File: config.mk
export PLATFORM = sky130hd
export DESIGN_NAME = alarm_controller_flat
export DESIGN_NICKNAME = d
export VERILOG_FILES = /design/src/rtl/alarm_controller_if.sv /design/src/rtl/alarm_controller.sv /design/src/flat_wrapper.sv
export SDC_FILE = /design/constraint.sdc
export NUM_CORES = 1
export LEC_CHECK = 0
export ABC_CLOCK_PERIOD_IN_PS = 1200
export CORE_AREA = 10 10 47 49
export CTS_CLUSTER_SIZE = 30
export DETAILED_ROUTE_END_ITERATION = 12
export DIE_AREA = 0 0 57 59
export DONT_BUFFER_PORTS = 1
export MAX_ROUTING_LAYER = met4
export PLACE_DENSITY = 0.31
export REMOVE_ABC_BUFFERS = 1
export SYNTH_ARGS = -nofsm -noshare
export SYNTH_HDL_FRONTEND = slang
export SYNTH_SLANG_ARGS = --single-unit
File: constraint.sdc
create_clock -name clock -period 1.2 [get_ports clock]
set_clock_uncertainty 0.15 [all_clocks]
set_input_delay 0.24 -clock clock [delete_from_list [all_inputs] [get_ports clock]]
set_output_delay 0.24 -clock clock [all_outputs]
set_load 0.03 [all_outputs]
File: src/rtl/alarm_controller_if.sv
// Keypad/button inputs and display/register strobes of the alarm controller.
interface alarm_controller_if;
  logic       one_second;
  logic [3:0] key;
  logic       alarm_button;
  logic       time_button;
  logic       show_alarm;
  logic       show_new_time;
  logic       shift;
  logic       load_new_a;
  logic       load_new_c;

  modport master (
    output one_second, key, alarm_button, time_button,
    input  show_alarm, show_new_time, shift,
    input  load_new_a, load_new_c
  );

  modport slave (
    input  one_second, key, alarm_button, time_button,
    output show_alarm, show_new_time, shift,
    output load_new_a, load_new_c
  );
endinterface

File: src/rtl/alarm_controller.sv
// Keypad sequencing FSM for the alarm clock.
// Define KEY_TIMEOUT_EN to build the 1 Hz key-entry timeout.
module alarm_controller #(
  parameter int TIMEOUT_SEC = 10,
  parameter int CNT_W       = 4
) (
  input  logic              clock,
  input  logic              reset,
  alarm_controller_if.slave bus
);

  typedef enum logic [2:0] {
    SHOW_TIME,
    KEY_STORED,
    KEY_WAITED,
    KEY_ENTRY,
    SHOW_ALARM
  } state_t;

  state_t state;
  logic   load_a;
  logic   load_c;
  logic   digit;
  logic   timeout;

  assign digit = (bus.key <= 4'd9);

`ifdef KEY_TIMEOUT_EN
  logic [CNT_W-1:0] count;
  logic             counting;

  assign counting = (state == KEY_WAITED) || (state == KEY_ENTRY);
  assign timeout  = (count == CNT_W'(TIMEOUT_SEC));

  // Saturates at the limit so a long idle never wraps back to zero.
  always_ff @(posedge clock or posedge reset) begin
    if (reset) begin
      count <= '0;
    end else if (!counting) begin
      count <= '0;
    end else if (bus.one_second && !timeout) begin
      count <= count + 1'b1;
    end
  end
`else
  logic [CNT_W-1:0] unused_cnt;

  assign timeout    = 1'b0;
  assign unused_cnt = CNT_W'(TIMEOUT_SEC) ^ {CNT_W{bus.one_second}};
`endif

  always_ff @(posedge clock or posedge reset) begin
    if (reset) begin
      state  <= SHOW_TIME;
      load_a <= 1'b0;
      load_c <= 1'b0;
    end else begin
      load_a <= 1'b0;
      load_c <= 1'b0;
      unique case (state)
        SHOW_TIME: begin
          if (bus.alarm_button) state <= SHOW_ALARM;
          else if (digit)       state <= KEY_STORED;
        end
        KEY_STORED: state <= KEY_WAITED;
        KEY_WAITED: begin
          if (!digit)       state <= KEY_ENTRY;
          else if (timeout) state <= SHOW_TIME;
        end
        KEY_ENTRY: begin
          if (bus.alarm_button) begin
            state  <= SHOW_TIME;
            load_a <= 1'b1;
          end else if (bus.time_button) begin
            state  <= SHOW_TIME;
            load_c <= 1'b1;
          end else if (digit) begin
            state <= KEY_STORED;
          end else if (timeout) begin
            state <= SHOW_TIME;
          end
        end
        SHOW_ALARM: begin
          if (!bus.alarm_button) state <= SHOW_TIME;
        end
        default: state <= SHOW_TIME;
      endcase
    end
  end

  assign bus.show_alarm    = (state == SHOW_ALARM);
  assign bus.show_new_time = (state == KEY_STORED) ||
                             (state == KEY_WAITED) ||
                             (state == KEY_ENTRY);
  assign bus.shift         = (state == KEY_STORED);
  assign bus.load_new_a    = load_a;
  assign bus.load_new_c    = load_c;

endmodule

File: src/flat_wrapper.sv
// flat-port wrapper written by rule: the top's interface ports become plain ports
module alarm_controller_flat 
#(
  parameter int TIMEOUT_SEC = 10,
  parameter int CNT_W       = 4
)
  (clock, reset, bus_one_second, bus_key, bus_alarm_button, bus_time_button, bus_show_alarm, bus_show_new_time, bus_shift, bus_load_new_a, bus_load_new_c);
  alarm_controller_if bus_i ();
  input  logic clock;
  input  logic reset;
  input wire logic [$bits(bus_i.one_second)-1:0] bus_one_second;
  input wire logic [$bits(bus_i.key)-1:0] bus_key;
  input wire logic [$bits(bus_i.alarm_button)-1:0] bus_alarm_button;
  input wire logic [$bits(bus_i.time_button)-1:0] bus_time_button;
  output wire logic [$bits(bus_i.show_alarm)-1:0] bus_show_alarm;
  output wire logic [$bits(bus_i.show_new_time)-1:0] bus_show_new_time;
  output wire logic [$bits(bus_i.shift)-1:0] bus_shift;
  output wire logic [$bits(bus_i.load_new_a)-1:0] bus_load_new_a;
  output wire logic [$bits(bus_i.load_new_c)-1:0] bus_load_new_c;
  assign bus_i.one_second = bus_one_second;
  assign bus_i.key = bus_key;
  assign bus_i.alarm_button = bus_alarm_button;
  assign bus_i.time_button = bus_time_button;
  assign bus_show_alarm = bus_i.show_alarm;
  assign bus_show_new_time = bus_i.show_new_time;
  assign bus_shift = bus_i.shift;
  assign bus_load_new_a = bus_i.load_new_a;
  assign bus_load_new_c = bus_i.load_new_c;
  alarm_controller #(.TIMEOUT_SEC(TIMEOUT_SEC), .CNT_W(CNT_W)) u_core (.clock(clock), .reset(reset), .bus(bus_i));
endmodule
==> Word-level counts from Yosys, hierarchy flattened <==
Cells that the tools add are included.
{ "totals": {"reg_bits": 5, "input_bits": 9} }
{ "classes": {"n_eq_ne": 6, "mux": 12, "order_cmp": 1, "n_reduce_logical": 4} }
{ "ops": {"columns": ["op", "count"], "rows": [
  ["3-bit 2-to-1 mux", 6],
  ["3-bit case mux with 5 select lines", 1],
  ["3-bit by 2-bit == test with 1-bit output (second input constant)", 2],
  ["1-bit 2-to-1 mux", 5],
  ["4-bit <= comparator (second input constant)", 1],
  ["2-bit != test (second input constant)", 2],
  ["3-bit by 1-bit == test with 1-bit output (second input constant)", 1],
  ["3-bit == test (second input constant)", 1],
  ["3-bit zero test", 1],
  ["1-bit logical OR", 2],
  ["2-bit AND reduction", 1]
]} }

==> Depth between registers and ports, before layout <==
Gate-level depths: netlist of the first run.
{ "logic_depth": {"word_depth": 5, "depth_mapped": 3, "ltp_nobuf": 3} }

==> Least setup slack after synthesis of the first run <==
No wires, ideal clock.
{ "synth_timing": {"kind": "reg2reg", "startpoint": "reg u_core.state[1]", "endpoint": "reg u_core.state[0]", "arrival_ns": 1.069, "path_stages_with_launch": 3, "n_path_buf": 0, "path_slack_ns": -0.101, "path_cell_list": "dfrtp_1 -> or4_1 -> a31oi_1"} }
{ "synth_between": {"elab_chain_cells": 3, "word_cells_on_any_way": 9, "classes_between": "eq/ne (6); mux (1); reduce/logical (2)"} }
{ "synth_lines": {"columns": ["item", "line", "rtl"], "rows": [
  ["start, declared", "alarm_controller.sv:20", "state_t state;"],
  ["start signal, assigned", "alarm_controller.sv:54", "state <= SHOW_TIME;"],
  ["start signal, assigned", "alarm_controller.sv:62", "if (bus.alarm_button) state <= SHOW_ALARM;"],
  ["start signal, assigned", "alarm_controller.sv:63", "else if (digit) state <= KEY_STORED;"],
  ["3-bit by 2-bit == test with 1-bit output / 3-bit == test (equally long branches)", "alarm_controller.sv:60", "unique case (state)"],
  ["2-bit != test (no source line)", null, null],
  ["2-bit AND reduction (no source line)", null, null]
]} }
Parallel ways exist; a longest one is shown, timed or not.
A chain may end at the register's enable or synchronous reset.

==> Worst setup path in the final report of the first run <==
{ "layout_timing": {"startpoint": "reg u_core.state[1]", "endpoint": "out bus_shift"} }
{ "layout_between": {"elab_chain_cells": 1} }
{ "layout_lines": {"columns": ["item", "line", "rtl"], "rows": [
  ["3-bit by 1-bit == test with 1-bit output", "alarm_controller.sv:95", "assign bus.shift = (state == KEY_STORED);"],
  ["end, declared", "flat_wrapper.sv:17", "output wire logic [$bits(bus_i.shift)-1:0] bus_shift;"]
]} }
Every way passes these cells.

==> results of run 1 <==
-- worst max path at each step --
stage	cells after the start	slack [ns]	end	from
finish	2	-0.29	bus_shift	u_core.state[1]$_DFFE_PP0P_
floorplan	2	-0.10	u_core.state[0]$_DFFE_PP0P_	u_core.state[1]$_DFFE_PP0P_
global route	3	-0.33	bus_show_alarm	u_core.state[0]$_DFFE_PP0P_
detailed placement	2	-0.16	u_core.state[0]$_DFFE_PP0P_	u_core.state[1]$_DFFE_PP0P_
global placement	2	-0.15	u_core.state[0]$_DFFE_PP0P_	u_core.state[1]$_DFFE_PP0P_
CTS	2	-0.30	bus_shift	u_core.state[1]$_DFFE_PP0P_
-- power breakdown --
part | switching [mW] | internal (mW) | total (mW) | leakage, nW
combinational | 0.206 | 0.293 | 0.499 | 0.114
sequential | 0.0713 | 0.216 | 0.288 | 0.0637
clock | 0.0657 | 0.125 | 0.191 | 0.0150
total | 0.343 | 0.635 | 0.978 | 0.193
-- registers in the layout, summed over array words and instances, names as in the netlist --
name,flops
u_core.bus.load_new_a,1
u_core.bus.load_new_c,1
u_core.state,3
-- cell usage after synthesis (all sizes together) --
library cell	n	area, µm²
dfrtp	5	125.1
o21a	1	7.510
inv	1	3.750
a31oi	1	6.260
nand3	1	5.000
and3	1	7.510
and2b	1	8.760
nor2b	1	6.260
nor3	1	5.000
nand2	1	3.750
nor2	3	11.26
a21oi	1	5.000
and4b	1	11.26
nand3b	1	7.510
and2	2	12.51
or4	1	7.510
-- cells by family (layout without fill, tap and decap cells) --
| kind of cell | count (synthesis) | after routing | synth area share (%) |
|---|---|---|---|
| AO/OA/AOI/OAI | 3 | 3 | 8.022 |
| AND/OR/NAND/NOR | 14 | 14 | 36.90 |
| buffers and inverters | 1 | 17 | 1.603 |
| flip-flops | 5 | 5 | 53.48 |
-- worst reg2reg max path: stages (launching register included) --
cell and delay (ns):
dfrtp_2 0.44, buf_4 0.15, or4_4 0.49, a31oi_1 0.13
-- layout by cell type (no fill, tap or decap) --
cell	count
and4b_2	1
o21a_1	1
nor2_4	1
nor2b_2	1
dfrtp_1	3
dfrtp_2	2
dlygate4sd3_1	2
nor2_1	2
a21oi_1	1
and2_4	1
clkbuf_1	1
nor3_1	1
buf_6	1
buf_12	1
inv_1	1
a31oi_1	1
and2_1	1
or4_4	1
nand2_1	1
nand3_1	1
buf_4	8
and2b_4	1
nand3b_1	1
and3_2	1
clkbuf_4	3
-- per-layer routing --
layer	vias to the layer above	global-route usage [%]	wire length (µm)
met5	-	-	0
met4	0	4.027	0
li1	111	-	-
met3	0	2.575	63
met1	103	4.898	270
met2	11	6.977	324
-- cell type report --
class	instances	area (µm²)
clock buffer	4	26.28
inverter	1	3.754
fill	158	989.7
sequential	5	127.6
timing repair buffer	12	111.4
multi-input combinational	17	122.6
tap	16	20.02
-- repair_timing --
item,in CTS,in global routing
hold buffers,2,0
pin swaps,2,1
endpoints found under the hold margin,6,0
endpoints found under the setup margin,4,6
setup buffers,2,1
gates resized for setup,7,2
==> summary.txt, run 1 <==
Power and ir drop
  – Overall power: slightly below 1 mW
  – Lkg Pwr: 0.1931 nW
  – Maximum vdd drop: approximately 0.55 mV
  – Power Dens Cells: 2376 mW/mm²

Global routing
  – Initial antenna violation count: 0
  – First-pass GRT wire length: 1242 µm
  – Global router's overall resource usage: 4.898%
  – Global route overflow: 0
  – Vias in the first global route: 268
  – Pin count of the biggest net entering global routing: 7

Finish
  – Share of layout cells above drive strength 1: between 50% and 60%
  – Final net count: 49
  – Final std cell area, no fill: a little over 400 µm²
  – Synth-to-layout area growth: 75.94%
  – Fin cells: 55
  – Fin util: just under 30%
  – Diode count: 0

Logic synthesis
  – Post-Synthesis Cell Area: 234.0 µm²
  – Yosys warning total: 0
  – Cell count after synthesis: 23
  – Yosys reg bits: 5
  – Netlist cell types: 16
  – Register area share after synthesis: 53.48%
  – Post-Syn Area per Cell: 10.17 µm²

Die
  – Row count: 14
  – Initial Utilization: 16.70%
  – Die Width: 57 µm
  – Core area: 0.001401 mm²
  – Ports: 14
  – Die area: 0.003363 mm²
  – Height of the die: 59 µm

Placement
  – Placement Setup Slack: -0.1569 ns
  – Final HPWL DP: 493.9 µm
  – Placement Cell Area: 319.1 µm²
  – Routability cong.: 0.7197
  – Port Buf Inserts: 0
  – Dpl cells: 46

STA
  – Max frequency: 672.8 MHz
  – Slew HR: 81.63%
  – Setup ws final: -0.2863 ns
  – Final setup viols: 5
  – Worst slew pin tran: 0.2758 ns
  – Min Hold Slack: 0.02895 ns
  – Min Tclk post-route: 1.486 ns
  – RSZ-0062 raised after global routing: yes
  – Slew Limit Fails: 0
  – TNS Setup: -1.027 ns
  – Final worst-path cycle share: 123.9%
  – Final Hold Viols: 0

Drt
  – First-pass iteration count of the detailed router: 3
  – Post-Route WL: 658 µm
  – Vias: roughly 230
  – Average wire per standard cell: 11.96 µm
  – Iteration-0 DRC Markers: 4
  – Via/cell ratio: roughly 4.1
  – Detail Route Antenna Nets: 0
  – Residual DRC: 0

Setup path
  – Worst r2r dst: u_core.state[0]$_DFFE_PP0P_
  – CP peak stage delay: about 0.44 ns
  – Crit path buf inv count: 1
  – Critical-path cell list: buf_6 > and2b_4
  – Worst reg2reg setup slack: -0.25 ns
  – Req. time, crit path: 0.81 ns
  – Critical Setup Path Class: reg -> out
  – CP endpoint kind: primary output
  – Cells on worst reg2reg path: 3
  – Crit-path max FO: 4
  – Crit-path slowest cell: dfrtp_2
  – Arrival @ worst endpoint: 1.10 ns
  – Reg2reg start: u_core.state[1]$_DFFE_PP0P_
  – Crit-path leading delay family: flip-flops
  – Startpoint types: flip-flop

Outcome
  – Status: finished, violations left
  – Violated checks: setup timing

Worst hold path
  – HP Start: bus_alarm_button
  – Hold depth: 1
  – Hold EP: u_core.bus.load_new_a$_DFF_PP0_
  – Hold crit path type: in -> reg

Clock tree
  – Maximum level of the CTS H-tree: 1
  – Clock transition at path regs: 0.04 ns
  – CTS Buf Count: 3
  – Maximum buffer depth of the clock tree: 2
  – Clk Latency, worst-skew pair: 0.24 ns
  – CTS sink count: 5
  – TritonCTS clock tree: built
  – Clock root cell: clkbuf_4

Job
  – Max cap viols: 0
Power figures use the tool's default switching activity.
==> run 2: changes to the inputs <==
--- a/config.mk
+++ b/config.mk
@@ -5,6 +5,7 @@
 export SDC_FILE = /design/constraint.sdc
 export NUM_CORES = 1
 export LEC_CHECK = 0
+export ABC_AREA = 1
 export ABC_CLOCK_PERIOD_IN_PS = 1200
 export CORE_AREA = 10 10 47 49
 export CTS_CLUSTER_SIZE = 30
@@ -12,7 +13,7 @@
 export DIE_AREA = 0 0 57 59
 export DONT_BUFFER_PORTS = 1
 export MAX_ROUTING_LAYER = met4
-export PLACE_DENSITY = 0.31
+export PLACE_DENSITY = 0.34
 export REMOVE_ABC_BUFFERS = 1
 export SYNTH_ARGS = -nofsm -noshare
 export SYNTH_HDL_FRONTEND = slang
==> summary.txt, run 2 <==
Die
  – Row count: 14 (unchanged)
  – Die Width: 57 µm (unchanged)
  – Die area: 0.003363 mm² (unchanged)
  – Core area: 0.001401 mm² (unchanged)
  – Height of the die: 59 µm (unchanged)
  – Initial Utilization: 19.29% (was 16.70%)
  – Ports: 14 (unchanged)

Logic synthesis
  – Top FF cell, synth: dfrtp_1 (unchanged)
  – Post-Syn Area per Cell: 7.112 µm² (was 10.17 µm²)
  – Most numerous cell in the Yosys netlist: inv_1 (was dfrtp_1)
  – Yosys warning total: 0 (unchanged)
  – Synth top area share: 46.30% (was 53.48%)
  – Async SR Flop Fraction: 100.0% (unchanged)
  – Top cells by count, synth: inv_1 (10), nand2_1 (8), dfrtp_1 (5), nor2_1 (5), nand3_1 (3) (was dfrtp_1 (5), nor2_1 (3), and2_1 (2))
  – Register area share after synthesis: 46.30% (was 53.48%)
  – Cell count after synthesis: 38 (was 23)
  – Post-synth EDFFs: 0 (unchanged)
  – Yosys reg bits: 5 (unchanged)
  – Post-Synthesis Cell Area: 270.3 µm² (was 234.0 µm²)
  – Cell taking the most area after synthesis: dfrtp_1 (unchanged)
  – Synth top area cells: dfrtp_1 (46%), inv_1 (14%), nand2_1 (11%) (was dfrtp_1 (53%), and2_1 (5.3%), and4b_2 (4.8%))
  – Netlist cell types: 12 (was 16)

Global routing
  – Global route overflow: 0 (unchanged)
  – Vias in the first global route: 310 (was 268)
  – First-pass GRT wire length: 1414 µm (was 1242 µm)
  – Initial antenna violation count: 0 (unchanged)
  – Global router's overall resource usage: 5.880% (was 4.898%)
  – Pin count of the biggest net entering global routing: 6 (was 7)

Finish
  – Diode count: 0 (unchanged)
  – Synth-to-layout area growth: 68.98% (was 75.94%)
  – Share of layout cells above drive strength 1: 42.86% (was 56.41%)
  – Leading cell type in the layout, fill and taps excluded: buf_4 (unchanged)
  – Fillers: 160 (was 158)
  – Most frequent cells in the layout: buf_4 (10), inv_1 (9), nand2_1 (7) (was buf_4 (8), clkbuf_4 (3), dfrtp_1 (3))
  – Register area: 125.1 µm² (was 127.6 µm²)
  – Multi-input gate area: 130.1 µm² (was 122.6 µm²)
  – Largest register by flop count: u_core.state (unchanged)
  – Final net count: 66 (was 49)
  – Max reg flops: 3 (unchanged)

Setup path
  – Crit-path leading delay family: flip-flops (unchanged)
  – Arrival @ worst endpoint: 1.11 ns (was 1.10 ns)
  – Crit path buf inv count: 2 (was 1)
  – Cells on worst reg2reg path: 6 (was 3)
  – Startpoint types: flip-flop (unchanged)
  – Crit-path max FO: 3 (was 4)
  – Worst r2r dst: u_core.state[0]$_DFFE_PP0P_ (unchanged)
  – Critical Setup Path Class: reg -> out (unchanged)
  – Setup crit start: u_core.state[0]$_DFFE_PP0P_ (was u_core.state[1]$_DFFE_PP0P_)
  – CP peak stage delay: 0.40 ns (was 0.44 ns)
  – Reg2reg start: u_core.state[2]$_DFFE_PP0P_ (was u_core.state[1]$_DFFE_PP0P_)
  – Worst setup endpoint: bus_show_alarm (was bus_shift)
  – Most frequent CP cell: nor2_2
  – Critical-path cell list: nor2_2 > inv_1 > nor2_2 > buf_6 (was buf_6 > and2b_4)
  – Crit-path slowest cell: dfrtp_1 (was dfrtp_2)
  – Req. time, crit path: 0.81 ns (about the same)
  – Crit. path cell count: 4 (was 2)
  – CP endpoint kind: primary output (unchanged)
  – Worst reg2reg setup slack: -0.09 ns (was -0.25 ns)

Drt
  – Vias: 304 (was 225)
  – Iteration-0 DRC Markers: 2 (was 4)
  – Detail Route Antenna Nets: 0 (unchanged)
  – Via/cell ratio: 4.222 (was 4.091)
  – First-pass iteration count of the detailed router: 2 (was 3)
  – Average wire per standard cell: 11.71 µm (was 11.96 µm)
  – Residual DRC: 0 (unchanged)
  – Post-Route WL: 843 µm (was 658 µm)

STA
  – Slew HR: 81.02% (was 81.63%)
  – TNS Setup: -0.9906 ns (was -1.027 ns)
  – Final setup viols: 5 (unchanged)
  – Final Hold Viols: 0 (unchanged)
  – Slew Limit Fails: 0 (unchanged)
  – Max frequency: 665.3 MHz (was 672.8 MHz)
  – Final worst-path cycle share: 125.3% (was 123.9%)
  – Min Tclk post-route: 1.503 ns (was 1.486 ns)
  – RSZ-0062 raised after global routing: yes (unchanged)
  – Worst slew pin tran: 0.2849 ns (was 0.2758 ns)
  – Setup ws final: -0.3031 ns (was -0.2863 ns)

Clock tree
  – TritonCTS clock tree: built (unchanged)
  – CTS Buf Count: 3 (unchanged)
  – CTS sink count: 5 (unchanged)
  – Clock transition at path regs: 0.04 ns (about the same)
  – Clock root cell: clkbuf_4 (unchanged)
  – Maximum buffer depth of the clock tree: 2 (unchanged)
  – Maximum level of the CTS H-tree: 1 (unchanged)
  – Clk Latency, worst-skew pair: 0.24 ns (about the same)

Power and ir drop
  – Net Switching: 453.2 µW (was 342.8 µW)
  – Sw frac: 40.63% (was 35.05%)
  – Lkg Pwr: 0.2491 nW (was 0.1931 nW)
  – Seq pwr share: 24.1% (was 29.4%)
  – Clock share of power: 17.9% (was 19.6%)
  – Share of power burned in combinational logic: 58.0% (was 51.1%)
  – Pint: 662.3 µW (was 635.1 µW)
  – Maximum vdd drop: 0.5998 mV (was 0.5543 mV)
  – Power Dens Cells: 2443 mW/mm² (was 2376 mW/mm²)
  – Overall power: 1.116 mW (was 977.9 µW)

Placement
  – Routability cong.: 0.7795 (was 0.7197)
  – Port Buf Inserts: 0 (unchanged)
  – Final HPWL DP: 636.9 µm (was 493.9 µm)
  – Placement Setup Slack: -0.1018 ns (was -0.1569 ns)

Outcome
  – Status: finished, violations left (unchanged)
  – Violated checks: setup timing (unchanged)

Worst hold path
  – Hold crit path type: in -> reg (unchanged)
  – HP Start: bus_alarm_button (unchanged)

Job
  – Max cap viols: 0 (unchanged)
==> run 2: cell count changes after synthesis, sizes merged, moves of 2 or more <==
cell   before  now
and2        2    0
inv         1   10
nor2        3    6
nand2       1    8
o21ai       0    2
nand3       1    3
==> run 2: timing repair <==
item / CTS / global route
hold endpoints to repair: 6 / 0
pin swaps: 4 / 2
hold buffers: 2 / 0
resized for setup: 9 / 1
cloned: 0 / 0
buffers inserted: 2 / 2
setup endpoints to repair: 4 / 7
==> run 2: tightest hold or removal path, cell delays in order <==
cell	delay (ns)
nand2_1	0.05
o21ai_2	0.06
a21oi_2	0.03
==> run 2: how the worst min path moves through the flow <==
stage | endpoint | slack [ns] | cells after the start
2_1_floorplan | u_core.bus.load_new_a$_DFF_PP0_ | -0.13 | 1
3_3_place_gp | u_core.state[0]$_DFFE_PP0P_ | -0.11 | 1
4_1_cts | u_core.state[0]$_DFFE_PP0P_ | 0.02 | 3
3_5_place_dp | u_core.state[0]$_DFFE_PP0P_ | -0.09 | 1
5_1_grt | u_core.state[0]$_DFFE_PP0P_ | 0.02 | 3
6_report | u_core.state[0]$_DFFE_PP0P_ | 0.03 | 3
==> run 2: cells by family (layout without fill, tap and decap cells) <==
family                 Yosys count  in the layout  synth area share, %
AND/OR/NAND/NOR                 19             19                30.09
AO/OA/AOI/OAI                    4              4                9.720
flip-flops                       5              5                46.30
buffers and inverters           10             28                13.89
==> run 2: layer usage <==
metal | global-route usage, % | up-vias | share of wire (%)
li1 | - | 150 | -
met1 | 5.263 | 146 | 40
met2 | 8.837 | 8 | 53
met3 | 4.721 | 0 | 7.2
met4 | 3.020 | 0 | 0
met5 | - | - | 0
==> run 2: area by class of cell <==
| cell class | count | share of cell area (%) |
|---|---|---|
| multi-input combinational | 23 | 28.49 |
| sequential | 5 | 27.40 |
| timing repair buffer | 14 | 25.75 |
| inverter | 10 | 8.219 |
| clock buffer | 4 | 5.753 |
| tap | 16 | 4.384 |
==> run 2: power groups by stage <==
stage          Combinational [mW]  Sequential, mW  Clock [mW]
6_report                    0.647           0.269       0.200
4_1_cts                     0.592           0.269       0.211
3_3_place_gp                0.484           0.260           0
5_1_grt                     0.710           0.276       0.227
3_5_place_dp                0.491           0.262           0
2_1_floorplan               0.279           0.253           0
==> run 2: per-stage QoR <==
stage	utilization (%)	instance area [µm²]	cells	hold slack, ns
4_1_cts	31.25	437.9	70	0.01998
3_5_place_dp	25.00	350.3	62	-0.09219
3_3_place_gp	25.00	350.3	62	-0.1063
2_1_floorplan	-	270.3	38	-0.1315
5_1_grt	32.59	456.7	72	0.02082
6_report	32.59	456.7	72	0.02831
==> variant: new RTL, settings of run 2 <==
The 5 states of `state_t` get a Gray code encoding in 3 bits.
--- a/src/rtl/alarm_controller.sv
+++ b/src/rtl/alarm_controller.sv
@@ -12,7 +12,7 @@
   typedef enum logic [2:0] {
-    SHOW_TIME,
-    KEY_STORED,
-    KEY_WAITED,
-    KEY_ENTRY,
-    SHOW_ALARM
+    SHOW_TIME  = 3'b000,
+    KEY_STORED = 3'b001,
+    KEY_WAITED = 3'b011,
+    KEY_ENTRY  = 3'b010,
+    SHOW_ALARM = 3'b110
   } state_t;
Check against the original RTL: same outputs for any inputs over 10 cycles, from zero or initial values and one cycle with reset high; not proved beyond that.
==> variant against run 2 <==
  * The flow still finishes with violations (negative setup slack)
  * Sequential power rose by 23%
  * First-iteration DRC count increased by 100%
  * Sequential share of layout area down 4.3 points
  * Setup slack better by 24 ps
  * Power increased by 36%
  * Routed wire length increased by 9.6%
  * Cell area increased by 20%
  * Cell count is 19% higher
  * Sequential cell count did not move
  * Synthesized area is 11% higher
  * Combinational power grew 54%
  * Critical endpoint is now bus_show_new_time
==> variant: results (changes against run 2) <==
[final_layout]
diodes=0  ; unchanged
nNetsFinal=80  ; +21%
final_layout_size_suffix_gt1_share_pct=47.1  ; +4.3 points
nFillCells=166  ; +3.8%

[sta]
hold_ws_ps=45.3  ; +17.0 ps
fin_ws_ps=-279  ; +24.1 ps
slew_headroom_pct=81.4  ; +0.39 points
finalSetupViolCount=6  ; +1

[grt]
grt_pass1_wl_um=1520  ; +7.4%
grt_use_total_pct=6.02  ; +0.14 points
grt_pass1_vias=373  ; +20%

[synthesis]
muxShareOfSynthArea_pct=0  ; unchanged
async_flop_share_pct=100  ; unchanged
synth_xor_area_share_pct=0  ; unchanged
yosysWarnings=0  ; unchanged
synth_compound_area_share_pct=5.02  ; -4.7 points
ys_seq_area_share_pct=41.8  ; -4.5 points
synth_area_leaders=dfrtp_1 42%, nand2_1 20%, inv_1 8.8%
yosys-top-cells-count=16 x nand2_1, 7 x inv_1, 6 x nor2_1, 5 x dfrtp_1, 4 x nand3_1
ys_types=10  ; -2
synth-adder-area-share_pct=0  ; unchanged

[power]
vdd_drop_max_mv=1.41  ; +140%
leakagePower_uw=0.000300  ; +20%

[drt]
first_iter_violations=4  ; +2
wl_um=924  ; +9.6%
drt_pass1_iterations=4  ; +2
vias=344  ; +13%

[critical_path]
arrival_ps=1090  ; -20 ps
rr_worst_depth=10  ; +4
crit-reg2reg-launch=u_core.state[0]$_DFFE_PP0P_
worstReg2RegEnd=u_core.state[1]$_DFFE_PP0P_
critPathMaxFanout=3  ; unchanged
r2r_slack_ps=-200  ; -110 ps
critPathSlowestCell=dfrtp_1

[place]
gp_congestion=0.704  ; -9.6%
placed_cell_area_um2=392  ; +12%
dpl.hpwl_um=665  ; +4.4%

[status]
violations=negative setup slack
outcome=finished, violations left

[clocking]
htree_levels=1  ; unchanged
cts_buffers=3  ; unchanged
cts_max_path_buffers=2  ; unchanged
clk_latency_ps=240  ; about the same

[worst_hold_path]
min-delay-start=bus_time_button
min_to=u_core.state[0]$_DFFE_PP0P_

[run]
maxCapViolations=0  ; unchanged

==> variant: layer usage <==
layer | track usage [%] | routed length (um)
met1 | 5.52 | 391
met2 | 10.1 | 466
met3 | 3.22 | 50
met4 | 3.02 | 17
met5 | - | 0
==> variant: kinds of logic after synthesis <==
| logic type | count (synthesis) |
|---|---|
| DFF | 5 |
| and+or+nand+nor | 29 |
| AOI/OAI and AO/OA | 3 |
| buffers and inverters | 10 |
==> variant: worst register-to-register path: stages (launching register included) <==
cell and delay (ps):
dfrtp_2 400, inv_2 60, nand2_1 70, nor2_2 40
buf_4 120, buf_4 120, nand2_2 70, nand2_2 50
buf_4 120, inv_1 40, nand2_1 40
==> variant: repair_timing <==
action	CTS	global route
hold buffers	3	0
pin swaps	5	3
cloned	0	0
endpoints found under the setup margin	5	7
setup buffers	7	2
hold endpoints to repair	7	0
resized for setup	5	7
==> variant: worst max-delay path by stage <==
stage | startpoint | endpoint | cells after the start
floorplan | u_core.state[0]$_DFFE_PP0P_ | u_core.state[1]$_DFFE_PP0P_ | 8
global placement | u_core.state[1]$_DFFE_PP0P_ | bus_show_new_time | 5
detailed placement | u_core.state[1]$_DFFE_PP0P_ | bus_show_new_time | 5
CTS | u_core.state[1]$_DFFE_PP0P_ | bus_show_new_time | 5
global route | u_core.state[1]$_DFFE_PP0P_ | bus_show_new_time | 5
finish | u_core.state[1]$_DFFE_PP0P_ | bus_show_new_time | 5
==> variant: area by class of cell <==
class | instances | share of cell area (%)
timing repair buffer | 19 | 30.4
clock buffer | 4 | 4.79
tap | 16 | 3.65
inverter | 10 | 6.85
multi-input combinational | 32 | 31.3
sequential | 5 | 23.1
==> variant: metrics by stage <==
step	worst slack, ps	TNS, ps	cells	total power [uW]	util, %
after floorplan	-175	-506	47	698	-
after global placement	-76.9	-228	71	1040	27.9
after detailed placement	-62.2	-164	71	1030	27.9
after CTS	-298	-1120	84	1390	36.2
after global routing	-369	-1670	86	1660	39.1
final	-279	-1050	86	1510	39.1
==> variant: report_power, final <==
part / switching, uW / internal [uW] / leakage (uW)
clock network: 62.6 / 125 / 0.0000150
registers: 94.6 / 237 / 0.0000638
logic: 483 / 512 / 0.000221
total: 640 / 873 / 0.000300
